===== src/rtl/fround_arbiter_if.sv =====
// rtl/fround_arbiter_if.sv - request/result bundle for the shared FRound arbiter
interface fround_arbiter_if #(
  parameter int n_req = 3,
  parameter int n_int = 32,
  parameter int n_exp = 8,
  parameter int n_sig = 23,
  parameter int id_w  = (n_req > 1) ? $clog2(n_req) : 1
);
  logic [n_req-1:0]       req_valid;
  logic [n_req-1:0]       req_ready;
  logic [n_req-1:0]       req_sign;
  logic [n_req*n_int-1:0] req_sig;
  logic [n_req*n_exp-1:0] req_exp;
  logic [n_req*3-1:0]     req_rm;
  logic [2:0]             frm;
  logic                   res_valid;
  logic                   res_ready;
  logic [id_w-1:0]        res_id;
  logic                   res_sign;
  logic [n_sig-1:0]       res_sig;
  logic [n_exp-1:0]       res_exp;
  logic                   res_nx;
  logic                   res_of;

  modport master (
    output req_valid, req_sign, req_sig, req_exp, req_rm, frm, res_ready,
    input  req_ready, res_valid, res_id, res_sign, res_sig, res_exp, res_nx, res_of
  );

  modport slave (
    input  req_valid, req_sign, req_sig, req_exp, req_rm, frm, res_ready,
    output req_ready, res_valid, res_id, res_sign, res_sig, res_exp, res_nx, res_of
  );
endinterface


===== src/rtl/fround_arbiter.sv =====
// rtl/fround_arbiter.sv - round-robin arbiter feeding one shared FRound rounding stage
module fround_arbiter #(
  parameter int n_req = 3,
  parameter int n_int = 32,
  parameter int n_exp = 8,
  parameter int n_sig = 23
) (
  input logic             clk,
  input logic             rst,
  fround_arbiter_if.slave bus
);
  localparam int id_w    = (n_req > 1) ? $clog2(n_req) : 1;
  localparam int n_round = n_int - n_sig - 1;

  logic [id_w-1:0]  ptr;
  logic [id_w-1:0]  grant;
  logic             grant_found;
  logic             s1_accept;
  logic             s2_load;
  logic             transfer;
  logic [n_req-1:0] ready;

  logic             s1_valid;
  logic [id_w-1:0]  s1_id;
  logic             s1_sign;
  logic [n_int-1:0] s1_sig;
  logic [n_exp-1:0] s1_exp;
  logic [2:0]       s1_erm;

  logic [2:0]       rm_sel;
  logic [2:0]       erm_in;

  assign s2_load   = s1_valid && (!bus.res_valid || bus.res_ready);
  assign s1_accept = !s1_valid || s2_load;
  assign transfer  = grant_found && s1_accept;

  // Cyclic search upward from ptr; the first valid requester wins.
  always_comb begin
    logic [id_w:0] k;
    grant_found = 1'b0;
    grant       = '0;
    k           = '0;
    for (int i = 0; i < n_req; i++) begin
      k = {1'b0, ptr} + (id_w + 1)'(i);
      if (k >= (id_w + 1)'(n_req)) k = k - (id_w + 1)'(n_req);
      if (!grant_found && bus.req_valid[k[id_w-1:0]]) begin
        grant_found = 1'b1;
        grant       = k[id_w-1:0];
      end
    end
  end

  always_comb begin
    ready = '0;
    if (!rst && transfer) ready[grant] = 1'b1;
  end
  assign bus.req_ready = ready;

  assign rm_sel = bus.req_rm[int'(grant)*3 +: 3];
  assign erm_in = (rm_sel == 3'b111) ? bus.frm : rm_sel;

  always_ff @(posedge clk or posedge rst) begin
    if (rst) begin
      ptr      <= '0;
      s1_valid <= 1'b0;
      s1_id    <= '0;
      s1_sign  <= 1'b0;
      s1_sig   <= '0;
      s1_exp   <= '0;
      s1_erm   <= '0;
    end else if (transfer) begin
      ptr      <= (grant == id_w'(n_req - 1)) ? '0 : grant + 1'b1;
      s1_valid <= 1'b1;
      s1_id    <= grant;
      s1_sign  <= bus.req_sign[grant];
      s1_sig   <= bus.req_sig[int'(grant)*n_int +: n_int];
      s1_exp   <= bus.req_exp[int'(grant)*n_exp +: n_exp];
      s1_erm   <= erm_in;
    end else if (s2_load) begin
      s1_valid <= 1'b0;
    end
  end

  logic [n_sig:0]   m;
  logic             r_bit;
  logic             s_bit;
  logic             lsb;
  logic             up;
  logic [n_sig+1:0] r;
  logic [n_sig-1:0] sig_rnd;
  logic [n_exp-1:0] exp_rnd;
  logic             nx;
  logic             of;

  assign m     = s1_sig[n_int-1:n_round];
  assign r_bit = s1_sig[n_round-1];
  assign s_bit = |s1_sig[n_round-2:0];
  assign lsb   = s1_sig[n_round];

  // Reserved modes 101/110 fall into default and simply truncate.
  always_comb begin
    up = 1'b0;
    case (s1_erm)
      3'b000:  up = r_bit && (s_bit || lsb);
      3'b010:  up = s1_sign && (r_bit || s_bit);
      3'b011:  up = !s1_sign && (r_bit || s_bit);
      3'b100:  up = r_bit;
      default: up = 1'b0;
    endcase
  end

  assign r = {1'b0, m} + {{(n_sig + 1){1'b0}}, up};

  always_comb begin
    sig_rnd = r[n_sig-1:0];
    exp_rnd = s1_exp;
    if (r[n_sig+1]) begin
      sig_rnd = r[n_sig:1];
      exp_rnd = s1_exp + 1'b1;
    end
  end

  assign nx = r_bit || s_bit;
  assign of = (s1_exp != '1) && (exp_rnd == '1);

  always_ff @(posedge clk or posedge rst) begin
    if (rst) begin
      bus.res_valid <= 1'b0;
      bus.res_id    <= '0;
      bus.res_sign  <= 1'b0;
      bus.res_sig   <= '0;
      bus.res_exp   <= '0;
      bus.res_nx    <= 1'b0;
      bus.res_of    <= 1'b0;
    end else if (s2_load) begin
      bus.res_valid <= 1'b1;
      bus.res_id    <= s1_id;
      bus.res_sign  <= s1_sign;
      bus.res_sig   <= sig_rnd;
      bus.res_exp   <= exp_rnd;
      bus.res_nx    <= nx;
      bus.res_of    <= of;
    end else if (bus.res_ready) begin
      bus.res_valid <= 1'b0;
    end
  end
endmodule


===== src/flat_wrapper.sv =====
// flat-port wrapper written by rule: the top's interface ports become plain ports
module fround_arbiter_flat 
#(
  parameter int n_req = 3,
  parameter int n_int = 32,
  parameter int n_exp = 8,
  parameter int n_sig = 23
)
  (clk, rst, bus_req_valid, bus_req_sign, bus_req_sig, bus_req_exp, bus_req_rm, bus_frm, bus_res_ready, bus_req_ready, bus_res_valid, bus_res_id, bus_res_sign, bus_res_sig, bus_res_exp, bus_res_nx, bus_res_of);
  fround_arbiter_if #(.n_req(n_req), .n_int(n_int), .n_exp(n_exp), .n_sig(n_sig)) bus_i ();
  input logic clk;
  input logic rst;
  input wire logic [$bits(bus_i.req_valid)-1:0] bus_req_valid;
  input wire logic [$bits(bus_i.req_sign)-1:0] bus_req_sign;
  input wire logic [$bits(bus_i.req_sig)-1:0] bus_req_sig;
  input wire logic [$bits(bus_i.req_exp)-1:0] bus_req_exp;
  input wire logic [$bits(bus_i.req_rm)-1:0] bus_req_rm;
  input wire logic [$bits(bus_i.frm)-1:0] bus_frm;
  input wire logic [$bits(bus_i.res_ready)-1:0] bus_res_ready;
  output wire logic [$bits(bus_i.req_ready)-1:0] bus_req_ready;
  output wire logic [$bits(bus_i.res_valid)-1:0] bus_res_valid;
  output wire logic [$bits(bus_i.res_id)-1:0] bus_res_id;
  output wire logic [$bits(bus_i.res_sign)-1:0] bus_res_sign;
  output wire logic [$bits(bus_i.res_sig)-1:0] bus_res_sig;
  output wire logic [$bits(bus_i.res_exp)-1:0] bus_res_exp;
  output wire logic [$bits(bus_i.res_nx)-1:0] bus_res_nx;
  output wire logic [$bits(bus_i.res_of)-1:0] bus_res_of;
  assign bus_i.req_valid = bus_req_valid;
  assign bus_i.req_sign = bus_req_sign;
  assign bus_i.req_sig = bus_req_sig;
  assign bus_i.req_exp = bus_req_exp;
  assign bus_i.req_rm = bus_req_rm;
  assign bus_i.frm = bus_frm;
  assign bus_i.res_ready = bus_res_ready;
  assign bus_req_ready = bus_i.req_ready;
  assign bus_res_valid = bus_i.res_valid;
  assign bus_res_id = bus_i.res_id;
  assign bus_res_sign = bus_i.res_sign;
  assign bus_res_sig = bus_i.res_sig;
  assign bus_res_exp = bus_i.res_exp;
  assign bus_res_nx = bus_i.res_nx;
  assign bus_res_of = bus_i.res_of;
  fround_arbiter #(.n_req(n_req), .n_int(n_int), .n_exp(n_exp), .n_sig(n_sig)) u_core (.clk(clk), .rst(rst), .bus(bus_i));
endmodule

===== config.mk =====
export PLATFORM = sky130hd
export DESIGN_NAME = fround_arbiter_flat
export DESIGN_NICKNAME = d
export VERILOG_FILES = /design/src/rtl/fround_arbiter_if.sv /design/src/rtl/fround_arbiter.sv /design/src/flat_wrapper.sv
export SDC_FILE = /design/constraint.sdc
export NUM_CORES = 1
export LEC_CHECK = 0
export CAP_MARGIN = 10
export CORE_ASPECT_RATIO = 1.1
export CORE_MARGIN = 1.5
export CORE_UTILIZATION = 35
export CTS_CLUSTER_DIAMETER = 30
export DETAILED_ROUTE_END_ITERATION = 6
export PLACE_DENSITY = 0.77
export SKIP_LAST_GASP = 1
export SLEW_MARGIN = 20
export SYNTH_ARGS = -nofsm -noshare
export SYNTH_HDL_FRONTEND = slang
export SYNTH_SLANG_ARGS = --single-unit

===== constraint.sdc =====
create_clock -name clk -period 3.25 [get_ports clk]
set_input_delay 0.65 -clock clk [delete_from_list [all_inputs] [get_ports clk]]
set_output_delay 0.65 -clock clk [all_outputs]
set_load 0.02 [all_outputs]

==> results of run 1 <==
[area by class of cell]
type | instances | share of cell area
inverter | 11 | 0.006434
timing repair buffer | 196 | 0.2742
multi-input combinational | 410 | 0.3417
sequential | 86 | 0.3074
tap | 161 | 0.02878
clock buffer | 9 | 0.03217
clock inverter | 7 | 0.009294
[cells in the mapped netlist, drive strengths merged (10+ instances only)]
master,n
a31oi,45
nand2,98
nand4,10
buf,13
a22oi,41
nand3,14
xnor2,17
a21oi,11
o21ai,23
dfrtp,86
inv,11
nor2,68
clkbuf,20
[report_power, final]
group / internal, uW / switching, uW / total, uW / leakage [uW]
clock: 589 / 411 / 1000 / 0.000141
combinational: 1470 / 1840 / 3310 / 0.00169
sequential: 1620 / 532 / 2160 / 0.000994
total: 3680 / 2790 / 6470 / 0.00282
[flip-flops by register name, summed over array words and instances (netlist names), 2 cells and up]
register,flops
u_core.s1_sig,32
u_core.bus.res_exp,8
u_core.bus.res_id,2
u_core.s1_exp,8
u_core.s1_erm,3
u_core.ptr,2
u_core.bus.res_sig,23
u_core.s1_id,2
[cell families (layout without fill, tap and decap cells)]
family	Yosys count	after routing	share of synthesized area
buf+inv	44	223	0.04030
mux	5	5	0.01087
fa+ha+maj	6	6	0.01538
compound gates	144	144	0.2057
simple gates	229	229	0.2235
flops	86	86	0.4560
xor+xnor	26	26	0.04825
[routing by layer]
metal / part of all wire / up-vias
met4: 0.030 / 0
met1: 0.42 / 2175
met2: 0.50 / 160
li1: - / 2285
met5: 0 / -
met3: 0.055 / 31
[worst min-delay path by stage]
stage                     slack (ns)                            endpoint                                from
after CTS                       0.47  u_core.bus.res_sig[15]$_DFFE_PP0P_  u_core.bus.res_sig[15]$_DFFE_PP0P_
after global placement          0.45    u_core.bus.res_id[1]$_DFFE_PP0P_         u_core.s1_id[1]$_DFFE_PP0P_
after floorplan                 0.43    u_core.bus.res_id[1]$_DFFE_PP0P_         u_core.s1_id[1]$_DFFE_PP0P_
final                           0.47  u_core.bus.res_sig[15]$_DFFE_PP0P_  u_core.bus.res_sig[15]$_DFFE_PP0P_
after global routing            0.49  u_core.bus.res_sig[15]$_DFFE_PP0P_  u_core.bus.res_sig[15]$_DFFE_PP0P_
after detailed placement        0.46  u_core.bus.res_sig[15]$_DFFE_PP0P_  u_core.bus.res_sig[15]$_DFFE_PP0P_
[timing repair]
action | 4_1_cts | 5_1_grt
pin swaps | 0 | 1
gates cloned | 0 | 0
endpoints found under the hold margin | 0 | 0
buffers inserted | 0 | 1
hold buffers | 0 | 0
resized for setup | 4 | 2
setup endpoints to repair | 4 | 12
[critical path: cells and delay by family]
kind	cells	cell delay, ns
buf+inv	2	0.84
compound gates	2	0.42
fa+ha+maj	1	0.35
simple gates	2	0.26
[stage by stage]
stage          cells   TNS, ns  utilization  instance area [sq um]  setup WS [ns]
2_1_floorplan    540         0            -                   4723         0.2317
3_3_place_gp     863   -0.3919       0.5090                   6698        -0.1319
3_5_place_dp     863   -0.5337       0.5090                   6698        -0.2037
4_1_cts          879         0       0.5312                   6989        0.06589
5_1_grt          880  -0.05479       0.5320                   7000       -0.05479
6_report         880         0       0.5320                   7000        0.08458
==> out/metrics.yaml, run 1 <==
io_pins: 181
fin_crit_ns: 3.165
routed_wirelength_mm: 13.65
regToRegSetupSlack_ns: 0.18
track_usage: 0.1997
antenna_found_initial: 0
tightest_slew_ns: 0.8583
clock_latency_ns: 0.34
gr-total-overflow: 0
nNetsFinal: 860
max_slew_margin: 0.4278
yosysTopAreaCell: "dfrtp_1"
drt_iter0_markers: 222
multi_input_area_sq_mm: 0.002392
root_buffer: "clkbuf_16"
maxCapViolations: 0
area_growth_syn_to_layout_pct: 48.33
place_hpwl_mm: 10.70
vdd_drop_max_mv: 0.4426
grtUsageMet3: 0.03942
hold_viol_final: 0
synth-main-ff-cell: "dfrtp_1"
synth_edf_count: 0
cts_sinks: 86
reg2reg_depth: 15
cts_tree: "done"
outcome: "finished, final reports clean"
fmax_mhz: 315.9
synth_warnings: 0
htreeDepth: 3
worstSetupPathType: "in2out"
busiest_layer: "met2"
drtPass1Iterations: 7
arrival_ns: 2.52
power.total_uw: 6465
rsz0062_at_grt: "yes"
start_util: 0.3587
viasPerCell: 5.285
nFillCells: 1139
synthTopCellsByArea: "dfrtp_1, nand2_1, a22oi_1"
p_per_area_mw_per_mm2: 923.5
antennaDiodeCount: 0
seqCellArea_sq_mm: 0.002152
design.core.area_sq_mm: 0.01316
path_max_fanout: 4
slowest_delay_ns: 0.52
min_path_type: "reg2reg"
worstReg2RegStart: "u_core.s1_sig[5]$_DFFE_PP0P_"
cellLeakagePower_uw: 0.002822
synthArstFlopShare: 1.000
portBuffers: 180
post_synth.cell_area_avg_sq_um: 8.740
synthCells: 540
slew_violations: 0
ys_ff_latch: 86
required_ns: 2.60
hold_ws_ns: 0.4662
cts.clk_slew.worst_paths_ns: 0.06
row_count: 44
synth_cell_types: 55
final_cell_mix: "clkdlybuf4s50_1, nand2_1, dfrtp_1, nor2_1, a31oi_1"
end_kind: "output port"
timing.final.crit_share: 0.9740
numCtsBuffers: 9
critPathLaunchType: "input pin"
regToRegEndpoint: "u_core.bus.res_of$_DFFE_PP0P_"
min_path_cells: 2
startpoint: "bus_req_valid[1]"
die_h_microns: 124.8
grt_pass1_wl_mm: 22.51
grt_pass1_vias: 4584
dieArea_sq_mm: 0.01419
grt_util_met1: 0.2418
synth_seq_area_share: 0.4560
critPathSlowestCell: "clkdlybuf4s50_1"
setup_violations: 0
syn_area_sq_mm: 0.004720
drc: 0
wire_per_inst_microns: 15.51
yosysTopAreaCellShare: 0.4560
die_x_microns: 113.7
cts.path.max_buffers: 2
drive_gt1_frac: 0.06398
worstPathCellList: "clkdlybuf4s50_1 -> nor2_1 -> maj3_1 -> a21oi_1 -> a21boi_4 -> and3_1 -> clkdlybuf4s15_1"
via_count: 4651
crit_path_end: "bus_req_ready[0]"
ant_nets: 0
grt_use_met2: 0.3434
grt_max_degree: 95
gp_congestion: 0.8889
synthesis.nets: 686
layout_commonest_cell: "clkdlybuf4s50_1"
fin_worst_skew_ns: 0.005061
No activity file was read; power rests on OpenSTA's default activity.
==> run 2, diff against run 1 <==
--- a/config.mk
+++ b/config.mk
@@ -7,7 +7,6 @@
 export LEC_CHECK = 0
 export CAP_MARGIN = 10
 export CORE_ASPECT_RATIO = 1.1
-export CORE_MARGIN = 1.5
 export CORE_UTILIZATION = 35
 export CTS_CLUSTER_DIAMETER = 30
 export DETAILED_ROUTE_END_ITERATION = 6
==> run 2 against run 1 <==
Effect of this change:
- fmax increased by 4.0%
- first-iteration DRC count increased by 12%
- sequential power hardly changed
- critical path depth is the same
- global-route usage down 0.91 points
- via count down 0.52%
- final cell count unchanged
- total power increased by 1.7%
- register-to-register slack gained 0.08 ns
- non-clock buffer count is the same
- clock skew is 0.0012 ns higher
- critical path type unchanged
- largest power group unchanged
==> out/metrics.yaml, run 2 (synthesis gave the netlist of run 1 again) <==
worstPathCellList: "clkdlybuf4s50_1 -> nor2_1 -> maj3_1 -> a21oi_1 -> a21boi_4 -> and3_1 -> clkbuf_2"  # was clkdlybuf4s50_1 -> nor2_1 -> maj3_1 -> a21oi_1 -> a21boi_4 -> and3_1 -> clkdlybuf4s15_1
cts_sinks: 86  # unchanged
drt_iter0_markers: 248  # was 222
maxCapViolations: 0  # unchanged
gp_congestion: 0.8326  # was 0.8889
root_buffer: "clkbuf_16"  # unchanged
largestRegisters: "u_core.s1_sig x32, u_core.bus.res_sig x23"  # unchanged
outcome: "finished, final reports clean"  # unchanged
largest_reg_flops: 32  # unchanged
die_h_microns: 123.8  # was 124.8 microns
area_growth_syn_to_layout_pct: 48.75  # was 48.33%
cellLeakagePower_uw: 0.002830  # was 0.002822 uW
die_x_microns: 112.7  # was 113.7 microns
critPathSlowestCell: "clkdlybuf4s50_1"  # unchanged
finalNonFillerCells: 880  # unchanged
critPathLaunchType: "input pin"  # unchanged
vdd_drop_max_mv: 0.6264  # was 0.4426 mV
nNetsFinal: 860  # unchanged
fmax_mhz: 328.4  # was 315.9 MHz
drtPass1Iterations: 5  # was 7
end_kind: "output port"  # unchanged
design.core.area_sq_mm: 0.01316  # unchanged
drc: 0  # unchanged
place_inst: 862  # was 863
htreeDepth: 3  # unchanged
grt_pass1_vias: 4369  # was 4584
p_per_area_mw_per_mm2: 936.2  # was 923.5 mW/mm^2
layout_setup_ws_ns: 0.2052  # was 0.08458 ns
cts_hold_buf: 0  # unchanged
wire_per_inst_microns: 15.20  # was 15.51 microns
routed_wirelength_mm: 13.37  # was 13.65 mm
fin_util: 0.5336  # was 0.5320
clock_latency_ns: 0.34  # about the same
via_count: 4627  # was 4651
portBuffers: 180  # unchanged
setup_violations: 0  # unchanged
gr-total-overflow: 0  # unchanged
crit_buf_inv: 2  # unchanged
min_path_type: "reg2reg"  # unchanged
track_usage: 0.1906  # was 0.1997
fin_crit_ns: 3.045  # was 3.165 ns
place_hpwl_mm: 10.32  # was 10.70 mm
max_slew_margin: 0.4312  # was 0.4278
largest_register: "u_core.s1_sig"  # unchanged
cts.path.max_buffers: 2  # unchanged
grt_max_degree: 95  # unchanged
cpLargestDelayFamily: "buffers and inverters"  # unchanged
worstSetupPathType: "in2out"  # unchanged
drive_gt1_frac: 0.06676  # was 0.06398
arrival_ns: 2.39  # was 2.52 ns
antenna_found_initial: 0  # unchanged
start_util: 0.3587  # unchanged
required_ns: 2.60  # about the same
power.total_uw: 6573  # was 6465 uW
slowest_delay_ns: 0.53  # was 0.52 ns
regToRegSetupSlack_ns: 0.26  # was 0.18 ns
grt_pass1_wl_mm: 20.80  # was 22.51 mm
dieArea_sq_mm: 0.01395  # was 0.01419 sq mm
numCtsBuffers: 9  # unchanged
ant_nets: 0  # unchanged
place_ws_ns: -0.2186  # was -0.2037 ns
viasPerCell: 5.258  # was 5.285
io_pins: 181  # unchanged
tightest_slew_ns: 0.8532  # was 0.8583 ns
row_count: 44  # unchanged
final_cell_mix: "clkdlybuf4s50_1, nand2_1, dfrtp_1, nor2_1, a31oi_1"  # unchanged
antennaDiodeCount: 0  # unchanged
cts.clk_slew.worst_paths_ns: 0.06  # about the same
path_max_fanout: 4  # unchanged
cts_tree: "done"  # unchanged
layout_commonest_cell: "clkdlybuf4s50_1"  # unchanged
slew_violations: 0  # unchanged
timing.final.crit_share: 0.9369  # was 0.9740
fin_worst_skew_ns: 0.006232  # was 0.005061 ns
hold_viol_final: 0  # unchanged
==> run 2: changes by cell type in the layout (fill, tap and decap cells not counted), moves of 2 or more <==
cell	previous run	this run
clkinv_2	4	2
dlygate4sd2_1	2	0
clkinvlp_4	3	1
clkbuf_1	0	2
clkbuf_2	0	3
==> run 2: routing by layer <==
metal	wire length (microns)	share of wire	track usage
met4	355	0.027	0.08667
met1	5837	0.44	0.2329
met5	0	0	0
met3	617	0.046	0.02238
met2	6562	0.49	0.3395
==> run 2: stage by stage <==
stage | instance area (sq um) | hold WS [ns] | setup TNS [ns]
final | 7020 | 0.4721 | 0
after global routing | 7020 | 0.4963 | -0.03433
after CTS | 7003 | 0.4771 | 0
after detailed placement | 6690 | 0.4634 | -0.7455
after global placement | 6690 | 0.4476 | -0.3953
after floorplan | 4723 | 0.4348 | 0
==> run 2: worst reg2reg max path, stage by stage (launching register included) <==
cell and delay, ns:
dfrtp_1 0.38, nor4_1 0.34, nand2_1 0.13, nor2_1 0.20, nor3b_1 0.10, a21oi_1 0.16
o21ai_1 0.10, ha_2 0.21, ha_1 0.23, nand3_4 0.14, nor2_2 0.09, nand4_1 0.23
nor2_1 0.11, nor2_1 0.32, a21oi_1 0.12
==> run 2: power breakdown <==
part | switching, uW | internal, uW | total (uW) | leakage (uW)
logic | 1850 | 1470 | 3310 | 0.00168
clock network | 403 | 692 | 1100 | 0.000157
registers | 540 | 1620 | 2160 | 0.000994
==> run 2: final timing paths <==
path / startpoint / endpoint / cells after the start
min reg2reg: u_core.bus.res_sig[17]$_DFFE_PP0P_ / u_core.bus.res_sig[17]$_DFFE_PP0P_ / 2
max in group asynchronous: rst / u_core.bus.res_sig[2]$_DFFE_PP0P_ / 3
min: u_core.bus.res_sig[17]$_DFFE_PP0P_ / u_core.bus.res_sig[17]$_DFFE_PP0P_ / 2
min in group asynchronous: rst / u_core.s1_sign$_DFFE_PP0P_ / 2
max: bus_req_valid[1] / bus_req_ready[0] / 7
max reg2reg: u_core.s1_sig[2]$_DFFE_PP0P_ / u_core.bus.res_sig[2]$_DFFE_PP0P_ / 14
==> run 2: final cells by class <==
cell class                      count  area [sq um]
Clock buffer                       12         246.5
Clock inverter                      4         70.07
Fill cell                        1167          6137
Inverter                           11         45.04
Multi-Input combinational cell    410          2395
Sequential cell                    86          2152
Tap cell                          161         201.4
Timing Repair Buffer              196          1911
==> run 2: what timing repair did <==
item,CTS,global route
pin swaps,0,2
setup endpoints to repair,3,25
gates resized for setup,3,10
gates cloned,0,0
buffers inserted,0,2
